<file path="src/rtl/fp_add_norm_round_if.sv">
// Handshake and data bundle between the add/subtract datapath, the
// normalize/round stage and its consumer.
interface fp_add_norm_round_if #(
    parameter int EXP_W  = 8,
    parameter int FRAC_W = 23
);
    localparam int M_W = FRAC_W + 5;
    localparam int R_W = 1 + EXP_W + FRAC_W;

    logic             in_valid;
    logic             in_ready;
    logic             in_sign;
    logic [EXP_W-1:0] in_exp;
    logic [M_W-1:0]   in_mant;
    logic             in_special;
    logic [R_W-1:0]   in_special_res;
    logic             out_valid;
    logic             out_ready;
    logic [R_W-1:0]   res;
    logic             exception;

    modport master (
        output in_valid, in_sign, in_exp, in_mant, in_special, in_special_res, out_ready,
        input  in_ready, out_valid, res, exception
    );

    modport slave (
        input  in_valid, in_sign, in_exp, in_mant, in_special, in_special_res, out_ready,
        output in_ready, out_valid, res, exception
    );
endinterface

</file>
<file path="src/rtl/fp_add_norm_round.sv">
// Post-add stage: normalizes the raw sum one bit per cycle, rounds to
// nearest-even and packs an IEEE-754 result with an overflow/special flag.
module fp_add_norm_round #(
    parameter int EXP_W  = 8,
    parameter int FRAC_W = 23
) (
    input logic               clk,
    input logic               rst,
    fp_add_norm_round_if.slave bus
);
    localparam int M_W = FRAC_W + 5;
    localparam int R_W = 1 + EXP_W + FRAC_W;
    localparam int E_W = EXP_W + 2;
    localparam int C_W = $clog2(M_W);
    localparam logic [C_W-1:0] MAX_SHIFT = C_W'(M_W - 2);
    localparam logic [E_W-1:0] EXP_MAX   = E_W'((1 << EXP_W) - 1);

    typedef enum logic [1:0] {ST_IDLE, ST_NORM, ST_ROUND, ST_OUT} state_t;

    state_t         r_state, w_state_nxt;
    logic           r_sign, w_sign_nxt;
    logic [E_W-1:0] r_exp, w_exp_nxt;
    logic [M_W-1:0] r_mant, w_mant_nxt;
    logic [C_W-1:0] r_cnt, w_cnt_nxt;
    logic [R_W-1:0] r_res, w_res_nxt;
    logic           r_exc, w_exc_nxt;

    logic              w_round_up;
    logic [FRAC_W+1:0] w_sum;
    logic [E_W-1:0]    w_rnd_exp;
    logic [FRAC_W-1:0] w_rnd_frac;
    logic              w_rnd_hidden;
    logic [EXP_W-1:0]  w_exp_field;
    logic              w_ovf;

    // Round-to-nearest-even on {hidden, fraction}; a carry out renormalizes by one.
    assign w_round_up   = r_mant[2] & (r_mant[1] | r_mant[0] | r_mant[3]);
    assign w_sum        = {1'b0, r_mant[M_W-2:3]} + {{(FRAC_W+1){1'b0}}, w_round_up};
    assign w_rnd_exp    = w_sum[FRAC_W+1] ? r_exp + E_W'(1) : r_exp;
    assign w_rnd_frac   = w_sum[FRAC_W+1] ? w_sum[FRAC_W:1] : w_sum[FRAC_W-1:0];
    assign w_rnd_hidden = w_sum[FRAC_W+1] | w_sum[FRAC_W];
    assign w_exp_field  = w_rnd_hidden ? w_rnd_exp[EXP_W-1:0] : '0;
    assign w_ovf        = (w_rnd_exp >= EXP_MAX);

    assign bus.in_ready  = (r_state == ST_IDLE);
    assign bus.out_valid = (r_state == ST_OUT);
    assign bus.res       = r_res;
    assign bus.exception = r_exc;

    always_comb begin
        // NOTE: every next-state value defaults to its register so no path infers a latch.
        w_state_nxt = r_state;
        w_sign_nxt  = r_sign;
        w_exp_nxt   = r_exp;
        w_mant_nxt  = r_mant;
        w_cnt_nxt   = r_cnt;
        w_res_nxt   = r_res;
        w_exc_nxt   = r_exc;
        case (r_state)
            ST_IDLE: begin
                if (bus.in_valid) begin
                    if (bus.in_special) begin
                        w_res_nxt   = bus.in_special_res;
                        w_exc_nxt   = 1'b1;
                        w_state_nxt = ST_OUT;
                    end else if (bus.in_mant == '0) begin
                        w_res_nxt   = {bus.in_sign, {(R_W-1){1'b0}}};
                        w_exc_nxt   = 1'b0;
                        w_state_nxt = ST_OUT;
                    end else begin
                        w_sign_nxt  = bus.in_sign;
                        w_exp_nxt   = (bus.in_exp == '0) ? E_W'(1) : E_W'(bus.in_exp);
                        w_mant_nxt  = bus.in_mant;
                        w_cnt_nxt   = '0;
                        w_state_nxt = ST_NORM;
                    end
                end
            end
            ST_NORM: begin
                if (r_mant[M_W-1]) begin
                    w_mant_nxt  = {1'b0, r_mant[M_W-1:2], r_mant[1] | r_mant[0]};
                    w_exp_nxt   = r_exp + E_W'(1);
                    w_state_nxt = ST_ROUND;
                end else if (r_mant[M_W-2]) begin
                    w_state_nxt = ST_ROUND;
                end else if (r_exp > E_W'(1) && r_cnt < MAX_SHIFT) begin
                    w_mant_nxt = {r_mant[M_W-2:0], 1'b0};
                    w_exp_nxt  = r_exp - E_W'(1);
                    w_cnt_nxt  = r_cnt + C_W'(1);
                end else begin
                    w_state_nxt = ST_ROUND;
                end
            end
            ST_ROUND: begin
                if (w_ovf) begin
                    w_res_nxt = {r_sign, {EXP_W{1'b1}}, {FRAC_W{1'b0}}};
                    w_exc_nxt = 1'b1;
                end else begin
                    w_res_nxt = {r_sign, w_exp_field, w_rnd_frac};
                    w_exc_nxt = 1'b0;
                end
                w_state_nxt = ST_OUT;
            end
            ST_OUT: begin
                if (bus.out_ready) w_state_nxt = ST_IDLE;
            end
            default: w_state_nxt = ST_IDLE;
        endcase
    end

    always_ff @(posedge clk or posedge rst) begin
        if (rst) begin
            r_state <= ST_IDLE;
            r_sign  <= 1'b0;
            r_exp   <= '0;
            r_mant  <= '0;
            r_cnt   <= '0;
            r_res   <= '0;
            r_exc   <= 1'b0;
        end else begin
            r_state <= w_state_nxt;
            r_sign  <= w_sign_nxt;
            r_exp   <= w_exp_nxt;
            r_mant  <= w_mant_nxt;
            r_cnt   <= w_cnt_nxt;
            r_res   <= w_res_nxt;
            r_exc   <= w_exc_nxt;
        end
    end
endmodule

</file>
<file path="src/flat_wrapper.sv">
// flat-port wrapper written by rule: the top's interface ports become plain ports
module fp_add_norm_round_flat 
#(
    parameter int EXP_W  = 8,
    parameter int FRAC_W = 23
)
  (clk, rst, bus_in_valid, bus_in_sign, bus_in_exp, bus_in_mant, bus_in_special, bus_in_special_res, bus_out_ready, bus_in_ready, bus_out_valid, bus_res, bus_exception);
  fp_add_norm_round_if #(.EXP_W(EXP_W), .FRAC_W(FRAC_W)) bus_i ();
  input logic clk;
  input logic rst;
  input wire logic [$bits(bus_i.in_valid)-1:0] bus_in_valid;
  input wire logic [$bits(bus_i.in_sign)-1:0] bus_in_sign;
  input wire logic [$bits(bus_i.in_exp)-1:0] bus_in_exp;
  input wire logic [$bits(bus_i.in_mant)-1:0] bus_in_mant;
  input wire logic [$bits(bus_i.in_special)-1:0] bus_in_special;
  input wire logic [$bits(bus_i.in_special_res)-1:0] bus_in_special_res;
  input wire logic [$bits(bus_i.out_ready)-1:0] bus_out_ready;
  output wire logic [$bits(bus_i.in_ready)-1:0] bus_in_ready;
  output wire logic [$bits(bus_i.out_valid)-1:0] bus_out_valid;
  output wire logic [$bits(bus_i.res)-1:0] bus_res;
  output wire logic [$bits(bus_i.exception)-1:0] bus_exception;
  assign bus_i.in_valid = bus_in_valid;
  assign bus_i.in_sign = bus_in_sign;
  assign bus_i.in_exp = bus_in_exp;
  assign bus_i.in_mant = bus_in_mant;
  assign bus_i.in_special = bus_in_special;
  assign bus_i.in_special_res = bus_in_special_res;
  assign bus_i.out_ready = bus_out_ready;
  assign bus_in_ready = bus_i.in_ready;
  assign bus_out_valid = bus_i.out_valid;
  assign bus_res = bus_i.res;
  assign bus_exception = bus_i.exception;
  fp_add_norm_round #(.EXP_W(EXP_W), .FRAC_W(FRAC_W)) u_core (.clk(clk), .rst(rst), .bus(bus_i));
endmodule
</file>
<file path="config.mk">
export PLATFORM = sky130hd
export DESIGN_NAME = fp_add_norm_round_flat
export DESIGN_NICKNAME = d
export VERILOG_FILES = /design/src/rtl/fp_add_norm_round_if.sv /design/src/rtl/fp_add_norm_round.sv /design/src/flat_wrapper.sv
export SDC_FILE = /design/constraint.sdc
export NUM_CORES = 1
export LEC_CHECK = 0
export ABC_AREA = 1
export CAP_MARGIN = 15
export CORE_MARGIN = 2
export CORE_UTILIZATION = 48
export DETAILED_ROUTE_END_ITERATION = 16
export PLACE_DENSITY_LB_ADDON = 0.25
export SLEW_MARGIN = 25
export SYNTH_ARGS = -nofsm -noshare
export SYNTH_HDL_FRONTEND = slang
export SYNTH_SLANG_ARGS = --single-unit
</file>
<file path="constraint.sdc">
create_clock -name clk -period 2.85 [get_ports clk]
set_clock_uncertainty 0.1 [all_clocks]
set_input_delay 0.855 -clock clk [delete_from_list [all_inputs] [get_ports clk]]
set_output_delay 0.855 -clock clk [all_outputs]
set_load 0.02 [all_outputs]
</file>
==> flow_metrics.env, run 1 <==
export IMPL_drt_iter0_markers=442
export IMPL_grtUsageTotal_pct=25.0
export IMPL_worst_pin_slew_ps=467
export IMPL_yosysSeqAreaShare_pct=34.9
export IMPL_initial_utilization_pct=49.3
export IMPL_drc=0
export IMPL_core_area_mm2=0.0115
export IMPL_port_buffers=108
export IMPL_report_power_total_w=0.00819
export IMPL_holdPathStages=2
export IMPL_synthDistinctLibCells=41
export IMPL_reg2reg_depth=16
export IMPL_worst_path_buf_inv=2
export IMPL_die_x_um=113
export IMPL_synthTopCellsByArea="dfrtp_1 (35%), nand2_1 (14%), nor2_1 (6.4%)"
export IMPL_relSlewSlack_pct=68.6
export IMPL_cp_max_fo=5
export IMPL_hpwl_um=11700
export IMPL_min_to="u_core.bus.res[31]"
export IMPL_first_pass_iters=7
export IMPL_ir_worst_vdd_uv=676
export IMPL_yosysMostFrequentCell="nand2_1"
export IMPL_diodes=0
export IMPL_hold_viol_final=0
export IMPL_grt_max_degree=80
export IMPL_timing_final_crit_period_ps=2760
export IMPL_clockBufferDepth=2
export IMPL_powerDensity_mw_per_mm2=1120
export IMPL_hp_class="flop to flop"
export IMPL_synthTopCellsByCount="nand2_1 (212), nor2_1 (97), dfrtp_1 (79), inv_1 (79), a21oi_1 (53)"
export IMPL_rrSetupSlack_ps=190
export IMPL_syn_nets=899
export IMPL_synth_top_area_share_pct=34.9
export IMPL_htreeDepth=3
export IMPL_die_y_um=113
export IMPL_vias=5763
export IMPL_setup_viol_count_final=0
export IMPL_startpoint_type="flop"
export IMPL_cpPeakStageDelay_ps=670
export IMPL_synth_ff_type="dfrtp_1"
export IMPL_grt_antenna_before_repair=0
export IMPL_status="completed"
export IMPL_grt_pass1_wl_um=25900
export IMPL_cp_arrival_ps=1810
export IMPL_period_share_pct=97.0
export IMPL_crit_family="buffers and inverters"
export IMPL_finalWirelength_um=15400
export IMPL_io_pins=109
export IMPL_clock_sinks=79
export IMPL_clk_latency_ps=340
export IMPL_r2r_start="u_core.r_mant[2]"
export IMPL_ant_nets=0
export IMPL_routedWlPerCell_um=14.3
export IMPL_netlist_top_cell_by_area="dfrtp_1"
export IMPL_worst_r2r_endpoint="u_core.bus.res[17]"
export IMPL_numCtsBuffers=9
export IMPL_worstSetupEndpointType="output pin"
export IMPL_syn_to_final_growth_pct=29.7
export IMPL_rows=39
export IMPL_vias_per_cell=5.36
export IMPL_slew_violations=0
export IMPL_min_from="u_core.bus.res[31]"
export IMPL_path_class="flop to output pin"
export IMPL_async_flop_share_pct=100
export IMPL_die_area_mm2=0.0127
export IMPL_root_buffer="clkbuf_16"
export IMPL_fmax_mhz=362
export IMPL_path_cells="inv_1, ha_1, clkdlybuf4s50_1"
export IMPL_ys_warnings_count=0
export IMPL_syn_instance_count=816
export IMPL_clk_pin_slew_ps=60
export IMPL_n_fill_cell=1028
export IMPL_ctsHoldBuffers=0
export IMPL_cts_tree="yes"
export IMPL_p_leak_nw=3.25
export IMPL_avgSynthCellArea_um2=6.93
export IMPL_worst_endpoint_required_ps=1900
export IMPL_gr_total_overflow=0
export IMPL_synth_area_mm2=0.00566
export IMPL_slowest_stage="clkdlybuf4s50_1"
export IMPL_layout_nets=1010
export IMPL_drive_above_1_share_pct=11.3
export IMPL_post_route_util_pct=64.0
export IMPL_synth_edff_count=0
export IMPL_max_cap_violations=0
export IMPL_place_gp_congestion=0.918
export IMPL_grt_pass1_vias=5219
export IMPL_ys_ff_latch=79
-- routing by layer --
metal | share of wire [%] | vias to the layer above | GRT usage (%)
li1 | - | 2915 | -
met1 | 48 | 2627 | 38.6
met2 | 44 | 201 | 36.9
met3 | 6.2 | 20 | 3.19
met4 | 1.5 | 0 | 7.15
met5 | 0 | - | 0
-- timing repair --
action,4_1_cts,5_1_grt
endpoints found under the setup margin,0,3
resized for setup,0,3
buffers inserted,0,2
-- report_power, final --
part           internal (W)  switching [W]
sequential          0.00169       0.000468
combinational       0.00197        0.00286
clock              0.000752       0.000462
-- worst max path at each step --
stage | to | startpoint | depth (start not counted) | slack [ps]
2_1_floorplan | u_core.r_mant[10] | bus_in_mant[1] | 14 | 490
3_3_place_gp | u_core.r_cnt[1] | bus_in_mant[7] | 12 | 20
3_5_place_dp | u_core.r_cnt[3] | bus_in_mant[7] | 12 | -60
4_1_cts | bus_in_ready | u_core.r_state[0] | 3 | 90
5_1_grt | u_core.bus.res[7] | u_core.r_mant[2] | 16 | -9
6_report | bus_in_ready | u_core.r_state[0] | 3 | 90
-- worst min-delay path: stages, from the launching register on --
cell     delay (ps)
dfrtp_1         340
nand2_1          50
nand2_1          50
-- cell type report --
cell class | instances | area [um^2] | share of cell area [%]
Clock buffer | 12 | 267 | 3.63
Clock inverter | 4 | 51.3 | 0.699
Inverter | 86 | 335 | 4.57
Multi-Input combinational cell | 618 | 3190 | 43.5
Sequential cell | 79 | 1980 | 26.9
Tap cell | 143 | 179 | 2.44
Timing Repair Buffer | 133 | 1340 | 18.3
-- cells in the final DEF, fill, tap and decap left out, types with 5 or more instances in the layout --
master,instances
clkbuf_16,9
or2_2,13
nand2_1,211
a21oi_1,53
xor2_1,24
nor3_1,8
buf_4,18
nand3_1,48
dfrtp_1,79
nor2_1,96
inv_1,78
ha_1,9
o21ai_0,44
nand2_2,17
o211ai_1,5
nand4_1,16
o221ai_1,26
a21oi_2,11
buf_12,6
clkdlybuf4s50_1,108
o21ai_1,11
-- logic make-up (layout without fill, tap and decap cells) --
group           count (synthesis)  after routing  share of synthesized area (%)
compound gates                162            162                           17.8
xor+xnor                       24             24                           3.72
fa+ha+maj                       9              9                           1.99
buf+inv                       119            235                           8.78
flops                          79             79                           34.9
mux                             1              1                          0.199
simple gates                  422            422                           32.6
-- registers in the layout (all words and copies together), names as in the netlist --
name and cells:
u_core.r_state 2, u_core.r_exp 10, u_core.bus.res 32, u_core.r_mant 28, u_core.bus.exception 1, u_core.r_cnt 5, u_core.r_sign 1
-- stage by stage --
| step | setup TNS (ps) | worst slack [ps] | hold WS [ps] | instances | instance area [um^2] |
|---|---|---|---|---|---|
| finish | 0 | 86.3 | 382 | 1075 | 7340 |
| detailed placement | -311 | -59.6 | 368 | 1057 | 7000 |
| global placement | 0 | 18.6 | 369 | 1057 | 7000 |
| floorplan | 0 | 486 | 353 | 816 | 5660 |
| global route | -11.0 | -8.68 | 439 | 1075 | 7340 |
| CTS | 0 | 88.4 | 386 | 1073 | 7320 |
No activity file was read; power rests on OpenSTA's default activity.
==> inputs of run 2 (changes only) <==
--- a/config.mk
+++ b/config.mk
@@ -7,6 +7,7 @@
 export LEC_CHECK = 0
 export ABC_AREA = 1
 export CAP_MARGIN = 15
+export CORE_ASPECT_RATIO = 1.25
 export CORE_MARGIN = 2
 export CORE_UTILIZATION = 48
 export DETAILED_ROUTE_END_ITERATION = 16
==> run 2 against run 1 <==
Wire length shrank 1.2%. Critical endpoint unchanged. Clock power increased by 5%. First-iteration DRC count is 27% lower. Register-to-register slack improved by 50 ps. Highest routed layer unchanged. Count of clock-buffer cells in the layout fell by 1. Die area about the same.
==> flow_metrics.env, run 2 (synthesis results as in run 1) <==
export IMPL_status="completed"
export IMPL_worst_endpoint_required_ps=1900
export IMPL_die_x_um=101
export IMPL_regArea_mm2=0.00198
export IMPL_grt_max_degree=80
export IMPL_relSlewSlack_pct=69.8
export IMPL_drt_iter0_markers=324
export IMPL_timing_final_crit_period_ps=2780
export IMPL_worstSetupEndpointType="output pin"
export IMPL_r2r_start="u_core.r_mant[2]"
export IMPL_cp_endpoint="bus_in_ready"
export IMPL_slew_violations=0
export IMPL_rows=44
export IMPL_period_share_pct=97.7
export IMPL_die_area_mm2=0.0127
export IMPL_worst_pin_slew_ps=449
export IMPL_grt_antenna_before_repair=0
export IMPL_clk_pin_slew_ps=60
export IMPL_hp_class="flop to flop"
export IMPL_n_fill_cell=1092
export IMPL_worst_r2r_endpoint="u_core.bus.res[13]"
export IMPL_fmax_mhz=359
export IMPL_place_area_mm2=0.00695
export IMPL_final_common_cell="nand2_1"
export IMPL_reg2reg_depth=16
export IMPL_clock_sinks=79
export IMPL_numCtsBuffers=9
export IMPL_crit_path_start="u_core.r_state[0]"
export IMPL_drc=0
export IMPL_p_leak_nw=3.22
export IMPL_pre_cts_ws_ps=-15.3
export IMPL_cp_max_fo=5
export IMPL_grtUsageTotal_pct=24.7
export IMPL_drive_above_1_share_pct=10.7
export IMPL_hpwl_um=11700
export IMPL_multi_input_area_mm2=0.00319
export IMPL_port_buffers=108
export IMPL_startpoint_type="flop"
export IMPL_layout_nets=1005
export IMPL_first_pass_iters=5
export IMPL_htreeDepth=3
export IMPL_vias_per_cell=5.30
export IMPL_setup_viol_count_final=0
export IMPL_ant_nets=0
export IMPL_max_cap_violations=0
export IMPL_clockBufferDepth=2
export IMPL_setup_ws_ps=66.7
export IMPL_initial_utilization_pct=48.9
export IMPL_vias=5645
export IMPL_clk_latency_ps=340
export IMPL_design_area_mm2=0.00728
export IMPL_routedWlPerCell_um=14.3
export IMPL_io_pins=109
export IMPL_root_buffer="clkbuf_16"
export IMPL_place_gp_congestion=0.841
export IMPL_die_y_um=125
export IMPL_whs_ps=396
export IMPL_largest_reg_flops=32
export IMPL_layout_common_cells="nand2_1 (212), clkdlybuf4s50_1 (108), nor2_1 (96)"
export IMPL_cp_arrival_ps=1830
export IMPL_diodes=0
export IMPL_hold_viol_final=0
export IMPL_post_route_util_pct=63.0
export IMPL_syn_to_final_growth_pct=28.7
export IMPL_cts_tree="yes"
export IMPL_path_class="flop to output pin"
export IMPL_grt_pass1_wl_um=25400
export IMPL_grt_pass1_vias=5384
export IMPL_ir_worst_vdd_uv=544
export IMPL_rsz0062_at_grt="false"
export IMPL_core_area_mm2=0.0116
export IMPL_gr_total_overflow=0
export IMPL_finalWirelength_um=15200
export IMPL_rrSetupSlack_ps=240
export IMPL_powerDensity_mw_per_mm2=1110
run 2: cell count changes in the layout (fill, tap and decap cells not counted), sizes merged:
cell,delta
bufinv,+1
clkinvlp,+1
buf,-4
inv,-2
clkinv,+1
clkbuf,-2
run 2: worst min path at each step:
| stage | depth (start not counted) | end | from |
|---|---|---|---|
| 2_1_floorplan | 2 | u_core.r_mant[0] | u_core.r_mant[0] |
| 3_3_place_gp | 2 | u_core.bus.res[31] | u_core.bus.res[31] |
| 3_5_place_dp | 2 | u_core.bus.res[31] | u_core.bus.res[31] |
| 4_1_cts | 2 | u_core.bus.res[31] | u_core.bus.res[31] |
| 5_1_grt | 2 | u_core.bus.res[12] | u_core.bus.res[12] |
| 6_report | 2 | u_core.r_mant[0] | u_core.r_mant[0] |
run 2: area by class of cell:
class / count / area share [%]
clock buffer: 11 / 3.47
tap: 138 / 2.37
clock inverter: 5 / 1.10
multi-input combinational: 618 / 43.7
inverter: 86 / 4.59
sequential: 79 / 27.1
timing repair buffer: 128 / 17.6
run 2: critical path: stages (launching register included):
cell,delay [ps]
dfrtp_1,420
inv_1,110
ha_1,270
clkdlybuf4s50_1,690
run 2: through the flow:
stage	power (W)	setup TNS [ps]	cells
finish	0.00812	0	1065
detailed placement	0.00682	-28.0	1049
floorplan	0.00530	0	816
global route	0.00881	0	1065
global placement	0.00674	0	1049
CTS	0.00812	0	1065
run 2: layer usage:
layer,vias to the layer above,wire length [um],GRT usage [%],part of all wire [%]
li1,2889,-,-,-
met1,2581,7140,35.7,47
met2,157,7040,38.5,46
met3,18,803,2.68,5.3
met4,0,219,8.03,1.4
met5,-,0,0,0
run 2: repair_timing:
action,4_1_cts,5_1_grt
hold buffers,0,0
setup endpoints to repair,0,1
buffers inserted,0,0
gates resized for setup,0,1
endpoints found under the hold margin,0,0
run 2: where the power goes:
part	internal, W	total [W]	switching, W
combinational	0.00187	0.00470	0.00283
clock	0.000813	0.00127	0.000454
sequential	0.00169	0.00215	0.000464
total	0.00437	0.00812	0.00375
==> inputs of run 3 (changes only) <==
--- a/config.mk
+++ b/config.mk
@@ -6,7 +6,7 @@
 export NUM_CORES = 1
 export LEC_CHECK = 0
 export ABC_AREA = 1
-export CAP_MARGIN = 15
+export CAP_MARGIN = 20
 export CORE_ASPECT_RATIO = 1.25
 export CORE_MARGIN = 2
 export CORE_UTILIZATION = 48
==> results of run 3 <==
The final DEF is identical to that of run 2; final timing and power are the same.
